**src/rtl/board_ram_pkg.sv**
```systemverilog
// board_ram_pkg: shared types and constants for the Trax board store
// controller. The state set depends on BOARD_RAM_CLEAR_EN (clear engine).
package board_ram_pkg;
  localparam int SRAM_W  = 16;
  localparam int NIBBLES = 4;
  localparam int DEPTH   = 19;
  // Top client address bit selects the mark plane (1) or the board plane (0)
  localparam int MARK_BIT  = DEPTH;
  // Words in the mark plane, all of which a clear rewrites
  localparam int CLR_WORDS = 2**(DEPTH-2);

  function automatic int clr_words(input int d);
    return 2**(d-2);
  endfunction

`ifdef BOARD_RAM_CLEAR_EN
  typedef enum logic [2:0] {S_IDLE, S_RD, S_WR1, S_WR2, S_CLR_W, S_CLR_H} state_e;
`else
  typedef enum logic [1:0] {S_IDLE, S_RD, S_WR1, S_WR2} state_e;
`endif
endpackage

```
**src/rtl/board_ram_if.sv**
```systemverilog
// board_ram_if: client tile port plus split-bus SRAM pins.
// slave = the controller, master = client/SRAM side.
interface board_ram_if #(parameter int depth = 19);
  logic [depth:0]                     ram_addr;
  logic [3:0]                         ram_wdata;
  logic                               ram_write_en;
  logic [3:0]                         ram_rdata;
  logic                               ram_ready;
  logic                               clear;
  logic                               clear_done;
  logic [depth-2:0]                   sram_addr;
  logic [board_ram_pkg::SRAM_W-1:0]   sram_dq_in;
  logic [board_ram_pkg::SRAM_W-1:0]   sram_dq_out;
  logic                               sram_dq_oe;
  logic                               sram_we_n;
  logic                               sram_oe_n;

  modport master (
    output ram_addr, ram_wdata, ram_write_en, clear, sram_dq_in,
    input  ram_rdata, ram_ready, clear_done, sram_addr, sram_dq_out,
           sram_dq_oe, sram_we_n, sram_oe_n
  );

  modport slave (
    input  ram_addr, ram_wdata, ram_write_en, clear, sram_dq_in,
    output ram_rdata, ram_ready, clear_done, sram_addr, sram_dq_out,
           sram_dq_oe, sram_we_n, sram_oe_n
  );
endinterface

```
**src/rtl/board_ram_ctrl_nibble_merge.sv**
```systemverilog
// nibble_merge: replace one 4-bit nibble of a word (pure combinational).
module nibble_merge #(parameter int W = 16) (
  input  logic [W-1:0] i_word,
  input  logic [1:0]   i_idx,
  input  logic [3:0]   i_nib,
  output logic [W-1:0] o_word
);
  // Copy the word, then overwrite the selected nibble
  always_comb begin
    o_word = i_word;
    o_word[4*i_idx +: 4] = i_nib;
  end
endmodule

```
**src/rtl/board_ram_ctrl.sv**
```systemverilog
// board_ram_ctrl: 4-bit tile port onto a 16-bit async-read SRAM, four tiles
// per word, writes as read-modify-write. Optional mark-plane clear engine
// is built when BOARD_RAM_CLEAR_EN is defined.
module board_ram_ctrl
  import board_ram_pkg::*;
#(
  parameter int depth  = 19,
  parameter int sram_w = SRAM_W
) (
  input  logic      clk,
  input  logic      reset,
  board_ram_if.slave bus
);
  localparam int WA = depth - 1;

  state_e            r_state, w_next;
  logic [WA-1:0]     r_waddr;
  logic [1:0]        r_nib;
  logic [3:0]        r_wdata;
  logic [3:0]        r_rdata;
  logic [sram_w-1:0] r_buf;
  logic [sram_w-1:0] w_merged;
  logic              r_ready;

`ifdef BOARD_RAM_CLEAR_EN
  localparam int CW_BITS = $clog2(clr_words(depth));
  logic [CW_BITS-1:0] r_cnt;
  logic               r_done;
`else
  logic w_unused_clear;
  assign w_unused_clear = bus.clear;
`endif

  nibble_merge #(.W(sram_w)) u_merge (
    .i_word (r_buf),
    .i_idx  (r_nib),
    .i_nib  (r_wdata),
    .o_word (w_merged)
  );

  // State register; reset drops straight to IDLE so strobes release at once
  always_ff @(posedge clk or posedge reset) begin
    if (reset) r_state <= S_IDLE;
    else       r_state <= w_next;
  end

  // Next state and SRAM pin drive, all decoded from the current state
  always_comb begin
    w_next          = r_state;
    bus.sram_addr   = bus.ram_addr[depth:2];
    bus.sram_oe_n   = 1'b1;
    bus.sram_dq_oe  = 1'b0;
    bus.sram_we_n   = 1'b1;
    bus.sram_dq_out = '0;
    case (r_state)
      S_IDLE: begin
        bus.sram_oe_n = 1'b0;
        if (bus.ram_write_en) w_next = S_RD;
`ifdef BOARD_RAM_CLEAR_EN
        else if (bus.clear)   w_next = S_CLR_W;
`endif
      end
      S_RD: begin
        bus.sram_addr = r_waddr;
        bus.sram_oe_n = 1'b0;
        w_next        = S_WR1;
      end
      S_WR1: begin
        bus.sram_addr   = r_waddr;
        bus.sram_dq_oe  = 1'b1;
        bus.sram_we_n   = 1'b0;
        bus.sram_dq_out = w_merged;
        w_next          = S_WR2;
      end
      S_WR2: begin
        // we_n has risen; keep driving data for hold time
        bus.sram_addr   = r_waddr;
        bus.sram_dq_oe  = 1'b1;
        bus.sram_dq_out = w_merged;
        w_next          = S_IDLE;
      end
`ifdef BOARD_RAM_CLEAR_EN
      S_CLR_W: begin
        bus.sram_addr  = {1'b1, r_cnt};
        bus.sram_dq_oe = 1'b1;
        bus.sram_we_n  = 1'b0;
        w_next         = S_CLR_H;
      end
      S_CLR_H: begin
        bus.sram_addr  = {1'b1, r_cnt};
        bus.sram_dq_oe = 1'b1;
        w_next         = (&r_cnt) ? S_IDLE : S_CLR_W;
      end
`endif
      default: w_next = S_IDLE;
    endcase
  end

  // Capture write request in IDLE; latch the old word during RD
  always_ff @(posedge clk or posedge reset) begin
    if (reset) begin
      r_waddr <= '0;
      r_nib   <= '0;
      r_wdata <= '0;
      r_buf   <= '0;
    end else begin
      if (r_state == S_IDLE && bus.ram_write_en) begin
        r_waddr <= bus.ram_addr[depth:2];
        r_nib   <= bus.ram_addr[1:0];
        r_wdata <= bus.ram_wdata;
      end
      if (r_state == S_RD) r_buf <= bus.sram_dq_in;
    end
  end

  // Read tile tracks the held address while idle; ready mirrors next state
  always_ff @(posedge clk or posedge reset) begin
    if (reset) begin
      r_rdata <= '0;
      r_ready <= 1'b1;
    end else begin
      if (r_state == S_IDLE) r_rdata <= bus.sram_dq_in[4*bus.ram_addr[1:0] +: 4];
      r_ready <= (w_next == S_IDLE);
    end
  end

`ifdef BOARD_RAM_CLEAR_EN
  // Clear word counter; done flag drops on start, rises on counter wrap
  always_ff @(posedge clk or posedge reset) begin
    if (reset) begin
      r_cnt  <= '0;
      r_done <= 1'b0;
    end else if (r_state == S_IDLE && bus.clear && !bus.ram_write_en) begin
      r_cnt  <= '0;
      r_done <= 1'b0;
    end else if (r_state == S_CLR_H) begin
      r_cnt <= r_cnt + 1'b1;
      if (&r_cnt) r_done <= 1'b1;
    end
  end
  assign bus.clear_done = r_done;
`else
  assign bus.clear_done = 1'b1;
`endif

  assign bus.ram_rdata = r_rdata;
  assign bus.ram_ready = r_ready;
endmodule
```
**src/flat_wrapper.sv**
```systemverilog
// flat-port wrapper written by rule: the top's interface ports become plain ports
module board_ram_ctrl_flat import board_ram_pkg::*;
#(
  parameter int depth  = 19,
  parameter int sram_w = SRAM_W
)
  (clk, reset, bus_ram_addr, bus_ram_wdata, bus_ram_write_en, bus_clear, bus_sram_dq_in, bus_ram_rdata, bus_ram_ready, bus_clear_done, bus_sram_addr, bus_sram_dq_out, bus_sram_dq_oe, bus_sram_we_n, bus_sram_oe_n);
  board_ram_if #(.depth(depth)) bus_i ();
  input  logic clk;
  input  logic reset;
  input wire logic [$bits(bus_i.ram_addr)-1:0] bus_ram_addr;
  input wire logic [$bits(bus_i.ram_wdata)-1:0] bus_ram_wdata;
  input wire logic [$bits(bus_i.ram_write_en)-1:0] bus_ram_write_en;
  input wire logic [$bits(bus_i.clear)-1:0] bus_clear;
  input wire logic [$bits(bus_i.sram_dq_in)-1:0] bus_sram_dq_in;
  output wire logic [$bits(bus_i.ram_rdata)-1:0] bus_ram_rdata;
  output wire logic [$bits(bus_i.ram_ready)-1:0] bus_ram_ready;
  output wire logic [$bits(bus_i.clear_done)-1:0] bus_clear_done;
  output wire logic [$bits(bus_i.sram_addr)-1:0] bus_sram_addr;
  output wire logic [$bits(bus_i.sram_dq_out)-1:0] bus_sram_dq_out;
  output wire logic [$bits(bus_i.sram_dq_oe)-1:0] bus_sram_dq_oe;
  output wire logic [$bits(bus_i.sram_we_n)-1:0] bus_sram_we_n;
  output wire logic [$bits(bus_i.sram_oe_n)-1:0] bus_sram_oe_n;
  assign bus_i.ram_addr = bus_ram_addr;
  assign bus_i.ram_wdata = bus_ram_wdata;
  assign bus_i.ram_write_en = bus_ram_write_en;
  assign bus_i.clear = bus_clear;
  assign bus_i.sram_dq_in = bus_sram_dq_in;
  assign bus_ram_rdata = bus_i.ram_rdata;
  assign bus_ram_ready = bus_i.ram_ready;
  assign bus_clear_done = bus_i.clear_done;
  assign bus_sram_addr = bus_i.sram_addr;
  assign bus_sram_dq_out = bus_i.sram_dq_out;
  assign bus_sram_dq_oe = bus_i.sram_dq_oe;
  assign bus_sram_we_n = bus_i.sram_we_n;
  assign bus_sram_oe_n = bus_i.sram_oe_n;
  board_ram_ctrl #(.depth(depth), .sram_w(sram_w)) u_core (.clk(clk), .reset(reset), .bus(bus_i));
endmodule
```
**config.mk**
```make
export PLATFORM = sky130hd
export DESIGN_NAME = board_ram_ctrl_flat
export DESIGN_NICKNAME = d
export VERILOG_FILES = /design/src/rtl/board_ram_pkg.sv /design/src/rtl/board_ram_if.sv /design/src/rtl/board_ram_ctrl_nibble_merge.sv /design/src/rtl/board_ram_ctrl.sv /design/src/flat_wrapper.sv
export SDC_FILE = /design/constraint.sdc
export NUM_CORES = 1
export LEC_CHECK = 0
export ABC_CLOCK_PERIOD_IN_PS = 3700
export CELL_PAD_IN_SITES_DETAIL_PLACEMENT = 0
export CELL_PAD_IN_SITES_GLOBAL_PLACEMENT = 2
export CORE_UTILIZATION = 32
export DETAILED_ROUTE_END_ITERATION = 16
export PLACE_DENSITY = 0.84
export SYNTH_ARGS = -nofsm -noshare
export SYNTH_HDL_FRONTEND = slang
export SYNTH_SLANG_ARGS = --single-unit
export TNS_END_PERCENT = 20
```
**constraint.sdc**
```tcl
create_clock -name clk -period 3.7 [get_ports clk]
set_clock_uncertainty 0.1 [all_clocks]
set_input_delay 1.11 -clock clk [delete_from_list [all_inputs] [get_ports clk]]
set_output_delay 1.11 -clock clk [all_outputs]
set_load 0.01 [all_outputs]
```
After elaboration in Yosys (flattened, before gate mapping)
Cells that the tools add are included.
Widths: inputs -> output; s select.
{ "word_totals": {"ff_bits": 47, "input_bits": 44, "output_inout_bits": 43} }
{ "op_classes": {"shift": 3, "n_addsub": 1, "n_mux": 8, "eq_ne": 3, "n_reduce_logical": 6} }
{ "op_table": {"columns": ["operator", "n"], "rows": [
  ["$neg 4->34", 1],
  ["$shift 4x34->16 const A", 1],
  ["$shiftx 4x34->16", 1],
  ["$mux 18", 1],
  ["$bwmux 16", 1],
  ["$mux 16", 1],
  ["$shiftx 16x5->4", 1],
  ["$pmux 2 s4", 1],
  ["$eq 2x2->1 const B", 2],
  ["$logic_not 2->1", 2],
  ["$reduce_or 2->1", 2],
  ["$mux 1", 3],
  ["$reduce_or 3->1", 1],
  ["$eq 2x1->1 const B", 1],
  ["$mux 2", 1],
  ["$logic_and 1x1->1", 1]
]} }

Logic depth before layout (Yosys ltp)
Gate-level depths: netlist (run 1).
{ "logic_depth": {"word_depth": 4, "mapped_depth": 7} }

Cells and area by module
Synthesis (run 1) repeated with hierarchy kept, for this count alone.
{ "hier_totals": {"hier_cells": 228, "area_unflattened_um2": 2785.2} }
{ "by_module_without_submodules": {"columns": ["mod", "instances", "seq_area_each_um2", "cells_per_inst", "area_each_um2"], "rows": [
  ["board_ram_ctrl", 1, 1177.4, 167, 2366.0],
  ["nibble_merge", 1, 0.0, 61, 419.2]
]} }

Worst setup path before layout (run 1)
OpenSTA, ideal clock, no wires.
{ "synth_timing": {"path_kind": "reg-to-output", "start": "register u_core.r_nib[0]", "end": "output bus_sram_dq_out[12]", "arrival_ps": 1563, "path_stages_with_launch": 7, "path_slack_ps": 927, "cell_sequence": "dfrtp_1 > buf_2 > inv_1 > ha_1 > nor3b_1 > a32oi_1 > nor2_1"} }
{ "synth_between": {"elab_chain_cells": 4} }
{ "synth_rtl": {"columns": ["item", "line_no", "text"], "rows": [
  ["from (decl)", "board_ram_ctrl.sv:18", "logic [1:0] r_nib;"],
  ["from (signal assigned)", "board_ram_ctrl.sv:109", "r_nib <= bus.ram_addr[1:0];"],
  ["$neg 4->34 *", "board_ram_ctrl_nibble_merge.sv:11", "o_word[4*i_idx +: 4] = i_nib;"],
  ["$shiftx 4x34->16 or $shift 4x34->16 (tied branches)", "board_ram_ctrl_nibble_merge.sv:11", null],
  ["$bwmux 16 *", "board_ram_ctrl_nibble_merge.sv:11", null],
  ["$mux 16 *", "board_ram_ctrl.sv:55", "case (r_state)"],
  ["to (decl)", "flat_wrapper.sv:20", "output wire logic [$bits(bus_i.sram_dq_out)-1:0] bus_sram_dq_out;"]
]} }
Every way passes the cells marked *; elsewhere a longest branch is shown, timed or not.

Final worst setup path (run 1)
{ "layout_timing": {"start": "input bus_ram_addr[15]", "end": "output bus_sram_addr[13]"} }
{ "layout_between": {"elab_chain_cells": 1} }
{ "layout_rtl": {"columns": ["item", "line_no", "text"], "rows": [
  ["from (decl)", "flat_wrapper.sv:11", "input wire logic [$bits(bus_i.ram_addr)-1:0] bus_ram_addr;"],
  ["$mux 18", "board_ram_ctrl.sv:55", null],
  ["to (decl)", "flat_wrapper.sv:19", "output wire logic [$bits(bus_i.sram_addr)-1:0] bus_sram_addr;"]
]} }
Every way passes these cells.

==> results of run 1 <==
## worst min path at each step
stage,start,endpoint,slack [ns],depth (start not counted)
after floorplan,u_core.r_buf[0],u_core.r_buf[0],0.37,1
after global placement,u_core.r_waddr[17],u_core.r_waddr[17],0.39,1
after detailed placement,u_core.r_waddr[12],u_core.r_waddr[12],0.39,1
after CTS,u_core.r_buf[3],u_core.r_buf[3],0.41,1
after global routing,u_core.r_waddr[1],u_core.r_waddr[1],0.43,1
final,u_core.r_buf[3],u_core.r_buf[3],0.41,1
## report_power, final
group	total (mW)	internal [mW]	leakage [nW]	switching, mW
Sequential	0.951	0.784	0.554	0.168
Clock	0.318	0.151	0.0482	0.167
Combinational	1.97	1.18	0.982	0.798
## final cells by class
cell class,instances,area [um^2],share of cell area
clock inverter,1,5.00,0.00137
clock buffer,7,86.3,0.0235
tap,102,128,0.0348
sequential,47,1180,0.321
timing repair buffer,91,893,0.244
multi-input combinational,143,1340,0.366
inverter,9,33.8,0.00922
## cell families after synthesis
family          count (synthesis)
flops                          47
mux                            66
buf+inv                        21
fa+ha+maj                       9
simple gates                   41
other cells                     1
compound gates                 26
## metrics by stage
stage / hold slack, ns / std cells / total power, mW / area [um^2]
3_5_place_dp: 0.390 / 392 / 2.94 / 3570
2_1_floorplan: 0.374 / 211 / 2.16 / 2660
4_1_cts: 0.411 / 400 / 3.28 / 3660
3_3_place_gp: 0.389 / 392 / 2.93 / 3570
6_report: 0.408 / 400 / 3.24 / 3670
5_1_grt: 0.430 / 400 / 3.49 / 3670
## metal layers
| layer | vias up | global-route usage | share of wire |
|---|---|---|---|
| li1 | 912 | - | - |
| met3 | 5 | 0.0423 | 0.071 |
| met2 | 68 | 0.235 | 0.47 |
| met5 | - | 0 | 0 |
| met1 | 895 | 0.192 | 0.45 |
| met4 | 0 | 0.0385 | 0.010 |
## sequential cells by signal, indices dropped and copies added, names as in the netlist
signal / flops
u_core.bus.ram_rdata: 4
u_core.r_buf: 16
u_core.r_state: 2
u_core.r_waddr: 18
u_core.bus.ram_ready: 1
u_core.r_nib: 2
u_core.r_wdata: 4
## layout by cell type (no fill, tap or decap)
cell	instances
clkdlybuf4s50_1	84
dfrtp_1	46
mux2_2	42
mux2_4	20
a21oi_1	13
nor2_1	13
ha_1	9
inv_1	8
buf_4	7
o21ai_0	6
clkbuf_8	6
nor2b_1	5
and2b_1	5
a32oi_1	5
mux2i_1	4
nand2b_1	4
nand3_1	3
nand2_1	2
nor3b_2	2
and3b_1	2
a22oi_1	2
nand4_1	2
nand2_8	1
nor2_2	1
and4bb_2	1
inv_2	1
conb_1	1
clkinv_2	1
clkbuf_1	1
dfstp_2	1
## timing repair
item / in CTS / in global routing
hold buffers: 0 / 0
gates resized for setup: 0 / 1
setup buffers: 0 / 0
endpoints found under the setup margin: 0 / 3
==> reports/qor.csv, run 1 <==
metric;value;unit
synthXorXnorAreaFrac;0;
seq_area_frac_synth;0.442;
slew-limit-headroom;0.578;
grt_pass1_wl;9750;um
ys_warn_count;0;
syn_nets;264;
synthSimpleGateAreaFrac;0.0954;
cts_buffers;5;
cts-root-buf;clkbuf_8;
pre_cts_ws;0.213;ns
antennaDiodeCount;0;
critical_path_depth;3;
crit-reg2reg-launch;u_core.r_state[0];
avgSynthCellArea;12.6;um^2
cp.arrival;2.28;ns
first_pass_iters;4;
cts_max_path_buffers;2;
hpwlAfterDp;4440;um
antenna_found_initial;0;
cp_common_cell;clkdlybuf4s50_1;
finalMaxSlewViolations;0;
crit_path_max_fanout;2;
r2r_end;u_core.r_nib[0];
syn_inst;211;
hold_viol_final;0;
fill_cells;750;
cpMaxStageDelayCell;clkdlybuf4s50_1;
crit_start;bus_ram_addr[15];
port_buffers;84;
hp-class;flop to flop;
path_delay_family;buffers and inverters;
die-area;0.00869;mm^2
fin_nets;350;
synth_top_family_by_area;multiplexers;
crit_type;input port to output pin;
gp_congestion;0.759;
drt_iter0_markers;53;
wl_per_cell;14.7;um
syn_area;0.00266;mm^2
drive_above_1_share;0.279;
tns;0;ns
synthArstFlopShare;1.00;
yosys.area_share.adder;0.0423;
setup_ws;0.213;ns
synthMuxAreaShare;0.306;
postLayoutCoreUtil;0.465;
rsz0062_at_grt;false;
tightest_slew;0.632;ns
ys_top_cells_by_count;46 x dfrtp_1, 42 x mux2_2, 20 x mux2_4, 13 x a21oi_1, 13 x nor2_1;
area_growth_syn_to_layout;37.8;%
route.detailed.drc;0;
leakage;1.58;nW
pin_count;87;
ant_nets;0;
cts_tree;done;
synth_top_area_cell;dfrtp_1;
r2r_setup_slack;1.87;ns
crit_chain;clkdlybuf4s50_1, mux2_2, clkdlybuf4s50_1;
synth_flop_cell;dfrtp_1;
outcome;finished, final reports clean;
overflow;0;
synthDistinctLibCells;29;
grt_pass1_vias;1931;
die_w;93.2;um
end_kind;output pin;
reg2reg_depth;5;
core.rowCount;32;
drv_cap;0;
track_usage;0.146;
die_y;93.2;um
crit_end;bus_sram_addr[13];
vias;1880;
setup_viol;0;
start_util;0.337;
synth-compound-area-share;0.0578;
layout_min_cycle_time;3.49;ns
cpPeakStageDelay;0.48;ns
cts.sinks;47;
clk_pin_slew;0.09;ns
ys_seq_elements;47;
pwr_density_cell;885;mW/mm^2
finalWirelength;5900;um
cp.buffers_inverters;2;
peakVddDrop;307;uV
grt_max_degree;30;
fmaxAchievable;287;MHz
synth_area_leaders;dfrtp_1 43%, mux2_2 18%, mux2_4 11%;
placeableCoreArea;0.00789;mm^2
worstPathRequired;2.49;ns
synth.most_common_cell;dfrtp_1;
cp-start-kind;input port;
synthDominantCellAreaShare;0.433;
post-route-period-util;0.942;
h-tree-depth;2;
synth_enable_flop_cells;0;
via_per_inst;4.70;
clk_latency;0.29;ns
Power figures use the tool's default switching activity.
==> run 2, diff against run 1 <==
--- a/config.mk
+++ b/config.mk
@@ -11,6 +11,7 @@
 export CORE_UTILIZATION = 32
 export DETAILED_ROUTE_END_ITERATION = 16
 export PLACE_DENSITY = 0.84
+export RECOVER_POWER = 100
 export SYNTH_ARGS = -nofsm -noshare
 export SYNTH_HDL_FRONTEND = slang
 export SYNTH_SLANG_ARGS = --single-unit
==> reports/qor.csv, run 2 (synthesis results as in run 1) <==
metric;value;unit;change
first_pass_iters;4;;unchanged
swShare;0.366;;was 0.349
cp-start-kind;input port;;unchanged
wl_per_cell;14.7;um;about the same
crit_type;input port to output pin;;unchanged
place_area;0.00357;mm^2;unchanged
drt_iter0_markers;62;;was 53
largest_reg_flops;18;;unchanged
tightest_slew;1.10;ns;was 0.632 ns
setup_viol;0;;unchanged
worstPathRequired;2.49;ns;about the same
port_buffers;84;;unchanged
finalInstanceArea;0.00357;mm^2;was 0.00367 mm^2
path_delay_family;buffers and inverters;;unchanged
holdPathEnd;u_core.r_waddr[3];;was u_core.r_buf[3]
h-tree-depth;2;;unchanged
postLayoutCoreUtil;0.453;;was 0.465
outcome;finished, final reports clean;;unchanged
route.detailed.drc;0;;unchanged
reg2reg_depth;5;;unchanged
r2r_end;u_core.r_nib[0];;unchanged
leakage;1.54;nW;was 1.58 nW
final_cell_mix;59 x dlygate4sd3_1, 46 x dfrtp_1, 42 x mux2_2;;was 84 x clkdlybuf4s50_1, 46 x dfrtp_1, 42 x mux2_2
pin_count;87;;unchanged
area_growth_syn_to_layout;34.2;%;was 37.8%
fmaxAchievable;278;MHz;was 287 MHz
hold_start;u_core.r_waddr[3];;was u_core.r_buf[3]
gp_congestion;0.759;;unchanged
clk_pin_slew;0.08;ns;was 0.09 ns
hpwlAfterDp;4440;um;unchanged
top_regs;u_core.r_waddr (18), u_core.r_buf (16);;unchanged
grt_pass1_vias;1931;;unchanged
die_w;93.2;um;unchanged
combPwrFrac;0.579;;was 0.609
grt_pass1_wl;9750;um;unchanged
die-area;0.00869;mm^2;unchanged
power_switching;1.10;mW;was 1.13 mW
drv_cap;0;;unchanged
clk_latency;0.29;ns;about the same
end_kind;output pin;;unchanged
dp.cells;392;;unchanged
hold-worst-slack;0.392;ns;was 0.408 ns
cts_max_path_buffers;2;;unchanged
cp.buffers_inverters;2;;unchanged
pre_cts_ws;0.213;ns;unchanged
largest-register;u_core.r_waddr;;unchanged
power.internal;1.90;mW;was 2.11 mW
cts_tree;done;;unchanged
power_frac_seq;0.315;;was 0.293
pwr-share-clk;0.106;;was 0.098
antenna_found_initial;0;;unchanged
cts_buffers;5;;unchanged
r2r_setup_slack;1.22;ns;was 1.87 ns
power;3.00;mW;was 3.24 mW
rsz0062_at_grt;false;;unchanged
start_util;0.337;;unchanged
core.rowCount;32;;unchanged
min_path_cells;1;;unchanged
ctsHoldBuffers;0;;unchanged
antennaDiodeCount;0;;unchanged
via_per_inst;4.69;;was 4.70
slew-limit-headroom;0.263;;was 0.578
track_usage;0.146;;unchanged
cp.arrival;2.39;ns;was 2.28 ns
finalWirelength;5880;um;was 5900 um
vias;1876;;was 1880
crit-reg2reg-launch;u_core.r_state[0];;unchanged
cts.sinks;47;;unchanged
crit_path_max_fanout;2;;unchanged
grt_max_degree;30;;unchanged
finalMaxSlewViolations;0;;unchanged
setup_ws;0.102;ns;was 0.213 ns
stdcell_count;400;;unchanged
hp-class;flop to flop;;unchanged
post-route-period-util;0.972;;was 0.942
cts-root-buf;clkbuf_8;;unchanged
fin_nets;350;;unchanged
tns;0;ns;unchanged
placeableCoreArea;0.00789;mm^2;unchanged
drive_above_1_share;0.201;;was 0.279
pwr_density_cell;840;mW/mm^2;was 885 mW/mm^2
hold_viol_final;0;;unchanged
cpMaxStageDelayCell;dlygate4sd3_1;;was clkdlybuf4s50_1
ant_nets;0;;unchanged
peakVddDrop;279;uV;was 307 uV
layout_min_cycle_time;3.60;ns;was 3.49 ns
die_y;93.2;um;unchanged
cpPeakStageDelay;0.60;ns;was 0.48 ns
crit_chain;clkdlybuf4s50_1, mux2_2, dlygate4sd3_1;;was clkdlybuf4s50_1, mux2_2, clkdlybuf4s50_1
overflow;0;;unchanged
mostFrequentLayoutCell;dlygate4sd3_1;;was clkdlybuf4s50_1
## run 2: cell count changes in the layout (fill, tap and decap cells not counted), sizes merged
cell           previous run  this run
clkdlybuf4s50            84        25
dlygate4sd3               0        59
buf                       7         5
clkbuf                    7         9
## run 2: worst max-delay path by stage
| stage | startpoint | end | slack [ns] | depth (start not counted) |
|---|---|---|---|---|
| global route | u_core.r_state[0] | bus_sram_dq_out[10] | 0.05 | 5 |
| CTS | u_core.r_nib[1] | bus_sram_dq_out[15] | 0.1 | 6 |
| global placement | bus_ram_addr[2] | bus_sram_addr[0] | 0.22 | 3 |
| floorplan | u_core.r_nib[0] | bus_sram_dq_out[12] | 0.93 | 6 |
| detailed placement | bus_ram_addr[5] | bus_sram_addr[3] | 0.21 | 3 |
| finish | bus_ram_addr[15] | bus_sram_addr[13] | 0.10 | 3 |
## run 2: area by class of cell
class / instances / area (um^2)
fillers: 774 / 4320
clock buffers: 7 / 86.3
repair buffers: 91 / 886
well taps: 102 / 128
clock inverters: 1 / 5.00
inverters: 9 / 33.8
flip-flops and latches: 47 / 1180
multi-input cells: 143 / 1250
## run 2: metal layers
layer  wire length, um  GRT usage
met5                 0          0
met4                60     0.0385
met3               423     0.0423
met2              2710      0.235
met1              2680      0.192
## run 2: timing repair
| action | 4_1_cts | 5_1_grt |
|---|---|---|
| gates resized for setup | 0 | 1 |
| buffers inserted | 0 | 0 |
| setup endpoints to repair | 0 | 3 |
## run 2: power by group through the flow
stage	logic (mW)	clock network (mW)	registers [mW]
after detailed placement	1.99	0	0.958
after CTS	1.99	0.330	0.953
final	1.74	0.317	0.945
after global placement	1.98	0	0.954
after global routing	1.91	0.356	0.983
after floorplan	1.25	0	0.914
==> run 3, diff against run 2 <==
--- a/config.mk
+++ b/config.mk
@@ -12,6 +12,7 @@
 export DETAILED_ROUTE_END_ITERATION = 16
 export PLACE_DENSITY = 0.84
 export RECOVER_POWER = 100
+export SLEW_MARGIN = 20
 export SYNTH_ARGS = -nofsm -noshare
 export SYNTH_HDL_FRONTEND = slang
 export SYNTH_SLANG_ARGS = --single-unit
==> results of run 3 <==
No change in the layout: final DEF, timing and power equal those of run 2.
